File: src/rtl/mem_port_arbiter.sv
// Shares one single-ported memory between instruction fetch and data access.
// Each access runs for a fixed LATENCY, then acks its owner for one cycle.
module mem_port_arbiter #(
  parameter int LATENCY    = 2,
  parameter int MAX_STREAK = 3,
  parameter int AW         = 32
) (
  input  logic          clk,
  input  logic          rst_n,
  input  logic          if_req,
  input  logic [AW-1:0] if_addr,
  input  logic          dm_req,
  input  logic          dm_we,
  input  logic [AW-1:0] dm_addr,
  input  logic [31:0]   dm_wdata,
  output logic          mem_req,
  output logic          mem_we,
  output logic [AW-1:0] mem_addr,
  output logic [31:0]   mem_wdata,
  input  logic [31:0]   mem_rdata,
  output logic [31:0]   rdata,
  output logic          if_ack,
  output logic          dm_ack,
  output logic          dm_err,
  output logic          if_stall,
  output logic          dm_stall,
  output logic [1:0]    state_dbg
);

  // Handshake: a requester raises req with stable address/data and holds it
  // until its ack; ack is a one-cycle pulse and the stall drops in that cycle.

  typedef enum logic [1:0] {
    IDLE = 2'd0,
    BUSY = 2'd1,
    RESP = 2'd2,
    ERR  = 2'd3
  } state_t;

  localparam int CW = (LATENCY > 1) ? $clog2(LATENCY) : 1;
  localparam int SW = (MAX_STREAK > 0) ? $clog2(MAX_STREAK + 1) : 1;

  state_t        state;
  logic [CW-1:0] cnt;
  logic [SW-1:0] streak;
  logic          owner_dm;

  logic fetch_forced;
  logic grant_dm;
  logic grant_if;
  logic dm_misaligned;
  logic unused_addr_bits;

  // Fetch is forced only once data has won MAX_STREAK times in a row over it.
  assign fetch_forced     = if_req && (streak == SW'(MAX_STREAK));
  assign grant_dm         = dm_req && !fetch_forced;
  assign grant_if         = if_req && !grant_dm;
  assign dm_misaligned    = (dm_addr[1:0] != 2'b00);
  assign unused_addr_bits = &{1'b0, if_addr[1:0]};

  assign if_stall  = if_req && !if_ack;
  assign dm_stall  = dm_req && !dm_ack;
  assign state_dbg = state;

  always_ff @(posedge clk or negedge rst_n) begin
    if (!rst_n) begin
      state     <= IDLE;
      cnt       <= '0;
      streak    <= '0;
      owner_dm  <= 1'b0;
      mem_req   <= 1'b0;
      mem_we    <= 1'b0;
      mem_addr  <= '0;
      mem_wdata <= '0;
      rdata     <= '0;
      if_ack    <= 1'b0;
      dm_ack    <= 1'b0;
      dm_err    <= 1'b0;
    end else begin
      if_ack <= 1'b0;
      dm_ack <= 1'b0;
      dm_err <= 1'b0;
      case (state)
        IDLE: begin
          if (grant_dm) begin
            owner_dm  <= 1'b1;
            streak    <= if_req ? (streak + SW'(1)) : '0;
            mem_addr  <= dm_addr;
            mem_wdata <= dm_wdata;
            if (dm_misaligned) begin
              // Rejected without touching memory; the error acks immediately.
              dm_ack <= 1'b1;
              dm_err <= 1'b1;
              state  <= ERR;
            end else begin
              mem_req <= 1'b1;
              mem_we  <= dm_we;
              cnt     <= CW'(LATENCY - 1);
              state   <= BUSY;
            end
          end else if (grant_if) begin
            owner_dm <= 1'b0;
            streak   <= '0;
            mem_addr <= {if_addr[AW-1:2], 2'b00};
            mem_req  <= 1'b1;
            mem_we   <= 1'b0;
            cnt      <= CW'(LATENCY - 1);
            state    <= BUSY;
          end
        end
        BUSY: begin
          if (cnt == '0) begin
            if (!mem_we) begin
              rdata <= mem_rdata;
            end
            mem_req <= 1'b0;
            mem_we  <= 1'b0;
            if (owner_dm) begin
              dm_ack <= 1'b1;
            end else begin
              if_ack <= 1'b1;
            end
            state <= RESP;
          end else begin
            cnt <= cnt - CW'(1);
          end
        end
        RESP: begin
          state <= IDLE;
        end
        ERR: begin
          state <= IDLE;
        end
        default: begin
          state <= IDLE;
        end
      endcase
    end
  end

endmodule

File: config.mk
export PLATFORM = sky130hd
export DESIGN_NAME = mem_port_arbiter
export DESIGN_NICKNAME = d
export VERILOG_FILES = /design/src/rtl/mem_port_arbiter.sv
export SDC_FILE = /design/constraint.sdc
export NUM_CORES = 1
export LEC_CHECK = 0
export ABC_AREA = 0
export CAP_MARGIN = 25
export CORE_ASPECT_RATIO = 0.6
export CORE_MARGIN = 2
export CORE_UTILIZATION = 30
export DETAILED_ROUTE_END_ITERATION = 6
export PLACE_DENSITY_LB_ADDON = 0.3
export SLEW_MARGIN = 10
export SYNTH_ARGS = -nofsm -noshare
export SYNTH_HDL_FRONTEND = slang
export SYNTH_SLANG_ARGS = --single-unit
File: constraint.sdc
create_clock -name clk -period 1.3 [get_ports clk]
set_input_delay 0.26 -clock clk [delete_from_list [all_inputs] [get_ports clk]]
set_output_delay 0.26 -clock clk [all_outputs]
set_load 0.1 [all_outputs]
==> impl_results.md, run 1 <==
- Placement Rows: 34
- Crit-path max FO: 5
- Fin cells: 868
- Post-DR wirelength/cell: 17.96 µm
- Initial drt markers: 128
- WL final: around 16000 µm
- IO Pins: 238
- RSZ-0062 raised after global routing: yes
- Register area share after synthesis: 0.6121
- All-layer global routing usage: 0.1934
- Diodes inserted: 0
- Measured slew at the worst slew-check pin: 0.3050 ns
- Post-route antenna net violation count: 0
- Violated checks: setup timing
- Mean Syn Cell Area: approximately 11 µm²
- Post-Syn Area: 4374 µm²
- Post-placement cell count: 824
- Post-Place Cell Area: between 8000 and 9000 µm²
- CP max stage cell: dfrtp_1
- Dominant cell type by area after synthesis: dfrtp_1
- Final hold vios: 0
- Startpoint types: flip-flop
- Adder-Cell Fraction of Synth Area: 0.002860
- First-pass GRT wire length: 23450 µm
- Fraction of synthesized area in multiplexers: 0.1510
- Reg2reg end: mem_wdata[31]$_DFFE_PN0P_
- Final nets: 799
- Worst path cell trace: ha_2, a21boi_4, buf_6, and2_4, buf_12, clkbuf_16, nand2_2, nand2_1
- Crit. End Element: flip-flop
- Die height: 97.54 µm
- Final critical-path share of the clock period: 1.215
- Initial antenna violation count: 0
- Hold WC Path Type: input port to asynchronous set/reset pin
- DRC viols: 0
- Final Cell Area: 9467 µm²
- Drt pass-1 iters: 4
- FF-to-FF Start: streak[0]$_DFFE_PN0P_
- Largest net degree at the start of global routing: 38
- Synth Net Count: 519
- Clock slew seen by the registers of the worst setup and hold paths: around 0.08 ns
- #FFs+latches synth: 107
- CTS root buf: clkbuf_16
- CTS tree: done
- Skew final: 0.008574 ns
- Input/output buffers: 235
- CTS H-tree lvls: 3
- Most frequent cells in the layout: 127 x clkdlybuf4s50_1, 119 x buf_12, 100 x dfrtp_1
- Synth Area in Compound Gates: 0.06150
- Largest family of logic cells by synthesized area: multiplexers
- Dominant cells by area after synthesis: dfrtp_1 61%, nand2_1 11%, mux2_2 7.7%
- Period minus WS final: between 1.5 and 2 ns
- CTS sink cnt: 107
- Worst EP required: roughly 1.6 ns
- Critical path buffer and inverter count: 3
- Top delay family on crit path: buffers and inverters
- GRT Residual Overflow: 0
- Synth top area share: 0.6121
- Outcome: finished with violations
- Share of layout cells above drive strength 1: 0.4164
- Core area: 14380 µm²
- Vias per cell: roughly 4.5
- Kind of critical path: flip-flop to flip-flop
- Vias: between 3000 and 4000
- Final GP Congestion: 0.8112
- Slowest Stage Delay on Critical Path: 0.39 ns
- Rel. slew slack: 0.7966
- CTS Buf Count: 9
- Max_cap viols: 0
- Post-synthesis simple-gate area fraction: 0.1307
- Setup slack, reg-to-reg: -0.28 ns
- Mapped Cells: approximately 390
- Die area: 15590 µm²
- Place WS: -0.4740 ns
- Dpl hpwl: 10140 µm
- Commonest non-fill, non-tap cell in the layout: clkdlybuf4s50_1
- Fin. max-slew vios: 0
- Final setup fails: 111
- Clk_lat worst skew: between 0.3 and 0.4 ns
- R2R cell count: 8
- CP arrival: 1.87 ns
- Yosys warnings: 0
- Clock Path Buffers: 2
- Yosys cell types: 28
- Initial Util: 0.3042
- Area Growth Syn to Fin: 116.4%
- Post-route setup slack: -0.2800 ns
- Xor/xnor share of the synthesized area: 0
- Die extent in x: 159.9 µm
- Fmax: 632.9 MHz
- Vias in the first global route: 4145
worst register-to-register path: stages, from the launching register on:
cell	delay, ns
dfrtp_1	0.39
ha_2	0.20
a21boi_4	0.18
buf_6	0.15
and2_4	0.23
buf_12	0.14
clkbuf_16	0.14
nand2_2	0.04
nand2_1	0.06
cells in the mapped netlist:
cell	n
o21ai_1	3
ha_1	1
a22o_1	2
buf_4	4
a32o_1	1
clkbuf_1	2
o21ai_0	33
nand2_1	131
buf_2	5
inv_1	2
nand3_1	1
a21oi_1	3
o31ai_1	1
nor2b_1	2
and2_1	1
mux2_2	30
nor3_1	3
a2bb2oi_1	1
mux2i_1	30
nor3_4	1
dfrtp_1	107
nand2_2	1
o211a_1	1
mux2_1	2
buf_6	10
a211o_1	1
a21boi_2	1
nor2_1	5
sequential cells by signal, indices dropped and copies added (netlist names):
name	flops
mem_addr	32
mem_wdata	32
rdata	32
state_dbg	2
streak	2
cnt	1
dm_ack	1
dm_err	1
if_ack	1
mem_req	1
mem_we	1
owner_dm	1
per-stage QoR:
stage | TNS, ns | util | hold WS [ns]
finish | -22.06 | 0.6584 | 0.3379
global route | -27.21 | 0.6584 | 0.3704
CTS | -18.40 | 0.6264 | 0.3289
detailed placement | -32.88 | 0.5700 | 0.1692
global placement | -30.71 | 0.5700 | 0.1661
floorplan | -23.86 | - | -0.03559
logic make-up (layout without fill, tap and decap cells):
kind of cell	after synthesis	after routing
muxes	62	62
and+or+nand+nor	145	145
DFF	107	107
adders and majority gates	1	1
AOI/OAI and AO/OA	47	47
buffers and inverters	23	308
worst max-delay path by stage:
stage	from	cells after the start	end	slack (ns)
after floorplan	state_dbg[1]$_DFFE_PN0P_	5	rdata[28]$_DFFE_PN0P_	-0.37
after global placement	dm_req	5	mem_addr[5]$_DFFE_PN0P_	-0.43
after detailed placement	dm_req	5	mem_addr[9]$_DFFE_PN0P_	-0.47
after CTS	state_dbg[1]$_DFFE_PN0P_	5	rdata[10]$_DFFE_PN0P_	-0.23
after global routing	streak[0]$_DFFE_PN0P_	8	mem_wdata[31]$_DFFE_PN0P_	-0.32
final	streak[0]$_DFFE_PN0P_	8	mem_wdata[31]$_DFFE_PN0P_	-0.28
cell type report:
cell class	instances	area, µm²
fillers	1046	4912
clock inverters	7	61.31
well taps	198	247.7
multi-input cells	255	1912
clock buffers	9	225.2
flip-flops and latches	107	2694
repair buffers	290	4317
inverters	2	10.01
timing repair:
item | CTS | global route
cloned | 9 | 5
setup buffers | 8 | 5
endpoints found under the hold margin | 15 | 0
hold buffers | 1 | 0
pin swaps | 22 | 18
gates resized for setup | 76 | 84
endpoints found under the setup margin | 111 | 112
layer usage:
| metal | global-route usage | part of all wire | up-vias |
|---|---|---|---|
| met1 | 0.2520 | 0.45 | 1939 |
| met2 | 0.3094 | 0.47 | 150 |
| met5 | 0 | 0 | - |
| li1 | - | - | 1844 |
| met3 | 0.07042 | 0.075 | 11 |
| met4 | 0.04366 | 0.0085 | 0 |
Power of run 1 is not shown: default switching activity piles up to over one toggle a cycle in this logic, so the estimate is an artifact.
==> run 2: changes to the inputs <==
--- a/config.mk
+++ b/config.mk
@@ -8,7 +8,6 @@
 export ABC_AREA = 0
 export CAP_MARGIN = 25
 export CORE_ASPECT_RATIO = 0.6
-export CORE_MARGIN = 2
 export CORE_UTILIZATION = 30
 export DETAILED_ROUTE_END_ITERATION = 6
 export PLACE_DENSITY_LB_ADDON = 0.3
==> impl_results.md, run 2 (synthesis results as in run 1) <==
- Largest net degree at the start of global routing: 62
- Clk_lat worst skew: 0.35 ns
- Post-route antenna net violation count: 0
- Final critical-path share of the clock period: 1.252
- Outcome: finished with violations
- Final setup fails: 112
- Most frequent cells in the layout: 127 x clkdlybuf4s50_1, 116 x buf_12, 102 x dfrtp_1
- GRT Residual Overflow: 0
- Diodes inserted: 0
- Measured slew at the worst slew-check pin: about 0.34 ns
- DRC viols: 0
- Worst EP required: roughly 1.6 ns
- Startpoint types: flip-flop
- CTS sink cnt: around 110
- Hold WC Path Type: input port to flip-flop
- IO Pins: 238
- Post-DR wirelength/cell: about 18 µm
- Die height: 95.54 µm
- Initial drt markers: 130
- Clock slew seen by the registers of the worst setup and hold paths: 0.08 ns
- Initial Util: 0.3134
- Violated checks: setup timing
- Area Growth Syn to Fin: 112.2%
- Commonest non-fill, non-tap cell in the layout: clkdlybuf4s50_1
- WL final: 15070 µm
- Die area: 15080 µm²
- All-layer global routing usage: 0.1999
- Share of layout cells above drive strength 1: 0.3946
- Sequential cell area: about 2700 µm²
- Core area: 13960 µm²
- Initial antenna violation count: 0
- Met3 usage: 0.07636
- Kind of critical path: flip-flop to flip-flop
- CP arrival: 1.91 ns
- Fin. max-slew vios: 0
- Input/output buffers: approximately 240
- Most used routing layer: met2
- GR Layer Usage met2: 0.3333
- Multi-input gate area: 1921 µm²
- Vias per cell: 4.544
- Fillers: 1036
- Placement Rows: 33
- Clock Path Buffers: 2
- Place WS: -0.4699 ns
- Crit-path max FO: 8
- Final Hold Slack: 0.4315 ns
- Skew final: 0.01082 ns
- Period minus WS final: 1.627 ns
- Max_cap viols: 0
- CTS tree: done
- First-pass GRT wire length: approximately 23000 µm
- Final GP Congestion: 0.7387
- Vias in the first global route: 4183
- CTS H-tree lvls: 3
- Dpl hpwl: roughly 10000 µm
- Drt pass-1 iters: 4
- CTS root buf: clkbuf_16
- Post-route setup slack: -0.3275 ns
- Global Route met1 Usage: 0.2365
- Die extent in x: 157.9 µm
- Biggest regs: mem_addr (32), mem_wdata (32), rdata (32)
- Final hold vios: 0
- Rel. slew slack: 0.7718
- Final nets: 793
- Fmax: 614.4 MHz
- CTS Buf Count: 9
- Crit. End Element: flip-flop
- RSZ-0062 raised after global routing: yes
- Vias: 3890
[run 2: cell count changes in the layout (fill, tap and decap cells not counted), sizes merged]
cell / delta
clkinvlp: +1
clkinv: -2
buf: -2
bufbuf: -2
clkbuf: -1
[run 2: per-stage QoR]
step                        util  instance area (µm²)  TNS, ns  cells
after CTS                 0.6425                 8966   -21.68    854
after global routing      0.6651                 9281   -33.64    856
final                     0.6651                 9281   -27.18    856
after global placement    0.5848                 8162   -31.24    816
after floorplan                -                 4402   -23.86    385
after detailed placement  0.5848                 8162   -34.56    816
[run 2: path summary, 6_finish.rpt]
check | slack [ns] | start | depth (start not counted) | endpoint
hold / removal | 0.43 | dm_wdata[24] | 3 | mem_wdata[24]$_DFFE_PN0P_
min in group asynchronous | 0.44 | rst_n | 3 | mem_addr[31]$_DFFE_PN0P_
setup / recovery | -0.33 | streak[1]$_DFFE_PN0P_ | 8 | mem_wdata[25]$_DFFE_PN0P_
hold reg to reg | 0.50 | owner_dm$_DFFE_PN0P_ | 1 | if_ack$_DFF_PN0_
setup reg to reg | -0.33 | streak[1]$_DFFE_PN0P_ | 8 | mem_wdata[25]$_DFFE_PN0P_
max in group asynchronous | 0.51 | rst_n | 3 | state_dbg[1]$_DFFE_PN0P_
[run 2: timing repair]
item | CTS | global route
pin swaps | 7 | 33
endpoints found under the setup margin | 111 | 112
endpoints found under the hold margin | 107 | 0
resized for setup | 79 | 79
buffers inserted | 14 | 4
hold buffers | 1 | 0
cloned | 8 | 2
[run 2: per-layer routing]
layer  part of all wire  vias to the layer above
met2               0.48                      157
li1                   -                     1827
met5                  0                        -
met1               0.41                     1887
met3              0.090                       19
met4              0.017                        0
[run 2: worst max-delay path: stages, from the launching register on]
cell and delay [ns]:
dfrtp_1 0.41, ha_4 0.18, a21boi_4 0.18, buf_6 0.14
buf_6 0.09, and2_4 0.22, clkbuf_16 0.20, nand2_2 0.05
nand2_1 0.06
[run 2: final cells by class]
cell class / instances / share of cell area
repair buffers: 284 / 0.4445
multi-input cells: 255 / 0.2069
inverters: 2 / 0.001078
flip-flops and latches: 107 / 0.2900
well taps: 192 / 0.02588
clock inverters: 6 / 0.005932
clock buffers: 10 / 0.02575
Power of run 2 is left out for the same reason.
==> run 3: changes to the inputs <==
--- a/config.mk
+++ b/config.mk
@@ -8,9 +8,10 @@
 export ABC_AREA = 0
 export CAP_MARGIN = 25
 export CORE_ASPECT_RATIO = 0.6
+export CORE_MARGIN = 1.5
 export CORE_UTILIZATION = 30
 export DETAILED_ROUTE_END_ITERATION = 6
-export PLACE_DENSITY_LB_ADDON = 0.3
+export PLACE_DENSITY = 0.67
 export SLEW_MARGIN = 10
 export SYNTH_ARGS = -nofsm -noshare
 export SYNTH_HDL_FRONTEND = slang
==> impl_results.md, run 3 (synthesis results as in run 1) <==
- Initial drt markers: 130
- Rel. slew slack: 0.7567
- Final critical-path share of the clock period: 1.174
- IO Pins: 238
- Initial Util: 0.3134
- Post-placement cell count: 817
- Vias: 3908
- Die height: 96.54 µm
- Commonest non-fill, non-tap cell in the layout: clkdlybuf4s50_1
- Fmax: 655.1 MHz
- Sequential cell area: 2690 µm²
- Vias in the first global route: between 4000 and 5000
- Violated checks: setup timing
- Hold WC Path Type: input port to flip-flop
- GRT Residual Overflow: 0
- Post-DR wirelength/cell: 17.87 µm
- R2R cell count: 6
- CTS H-tree lvls: 3
- Die extent in x: between 150 and 200 µm
- Final setup fails: 111
- Post-route antenna net violation count: 0
- Core area: between 10000 and 15000 µm²
- Dpl hpwl: 10190 µm
- Worst EP required: roughly 1.5 ns
- CTS Buf Count: 9
- Placement Rows: 33
- DRC viols: 0
- Fin cells: approximately 860
- Final Core Density: 0.6613
- Drt pass-1 iters: 4
- Vias per cell: 4.565
- All-layer global routing usage: 0.1856
- Final nets: 793
- Startpoint types: flip-flop
- Final Hold Slack: 0.4390 ns
- Place WS: -0.4925 ns
- Diodes inserted: 0
- RSZ-0062 raised after global routing: yes
- Die area: 15340 µm²
- Clock slew seen by the registers of the worst setup and hold paths: about 0.08 ns
- Measured slew at the worst slew-check pin: 0.3635 ns
- Post-route setup slack: -0.2266 ns
- Area Growth Syn to Fin: 111.0%
- First-pass GRT wire length: about 22000 µm
- Final GP Congestion: 0.7985
- Most frequent cells in the layout: 127 x clkdlybuf4s50_1, 115 x buf_12, 114 x nand2_1
- Outcome: finished with violations
- CTS root buf: clkbuf_16
- Share of layout cells above drive strength 1: 0.3690
- Max_cap viols: 0
- WL final: 15300 µm
- Skew final: roughly 0.0072 ns
- Final hold vios: 0
- Fillers: 1044
- Initial antenna violation count: 0
- Biggest regs: mem_addr (32), mem_wdata (32), rdata (32)
- Clock Path Buffers: 2
- Largest net degree at the start of global routing: 58
- Period minus WS final: 1.527 ns
- WHS Path Cells: 3
- Crit-path max FO: 7
- CTS sink cnt: about 110
- Multi-input gate area: roughly 1900 µm²
- Crit. End Element: flip-flop
- Kind of critical path: flip-flop to flip-flop
- Fin. max-slew vios: 0
- Clk_lat worst skew: approximately 0.35 ns
- CTS tree: done
- CP arrival: approximately 1.8 ns
- Input/output buffers: about 240
==> run 3: cell count changes in the layout (fill, tap and decap cells not counted), moves of 5 or more <==
cell	delta
nand2_4	-6
nand2_2	-6
o21ai_0	+9
nand2_1	+13
mux2i_1	+5
o21ai_1	-8
==> run 3: path summary, 6_finish.rpt <==
kind / start / endpoint / slack, ns
worst max-delay path: streak[1]$_DFFE_PN0P_ / mem_addr[12]$_DFFE_PN0P_ / -0.23
worst min-delay path: dm_wdata[30] / mem_wdata[30]$_DFFE_PN0P_ / 0.44
worst max register to register: streak[1]$_DFFE_PN0P_ / mem_addr[12]$_DFFE_PN0P_ / -0.23
worst min register to register: mem_wdata[15]$_DFFE_PN0P_ / mem_wdata[15]$_DFFE_PN0P_ / 0.54
max in group asynchronous: rst_n / mem_we$_DFFE_PN0P_ / 0.53
min in group asynchronous: rst_n / mem_addr[4]$_DFFE_PN0P_ / 0.45
==> run 3: repair_timing <==
action	in CTS	in global routing
hold endpoints to repair	107	0
cloned	4	6
pin swaps	22	15
gates resized for setup	54	67
setup buffers	9	6
endpoints found under the setup margin	110	112
hold buffers	1	0
==> run 3: final cells by class <==
class | count | area share
Sequential cell | 107 | 0.2915
Tap cell | 192 | 0.02603
Clock inverter | 5 | 0.007321
Inverter | 2 | 0.001085
Clock buffer | 11 | 0.02739
Multi-Input combinational cell | 255 | 0.2009
Timing Repair Buffer | 284 | 0.4458
==> run 3: layer usage <==
metal  track usage  wire length, µm  up-vias  part of all wire
li1              -                -     1826                 -
met1        0.2306             6930     1915              0.45
met2        0.3019             6943      155              0.45
met3       0.07981             1290       12             0.084
met4       0.04324              131        0            0.0086
met5             0                0        -                 0
==> run 3: worst max-delay path: stages, from the launching register on <==
cell       delay (ns)
dfrtp_1          0.42
ha_4             0.19
a21boi_4         0.17
buf_4            0.18
clkbuf_16        0.17
mux2i_1          0.18
o21ai_0          0.09
==> run 3: stage by stage <==
step	cell area, µm²	setup TNS (ns)
after floorplan	4402	-23.86
after global placement	8182	-33.43
after detailed placement	8182	-38.98
after CTS	8791	-18.35
after global routing	9229	-26.67
final	9229	-19.72
Power of run 3 is left out for the same reason.
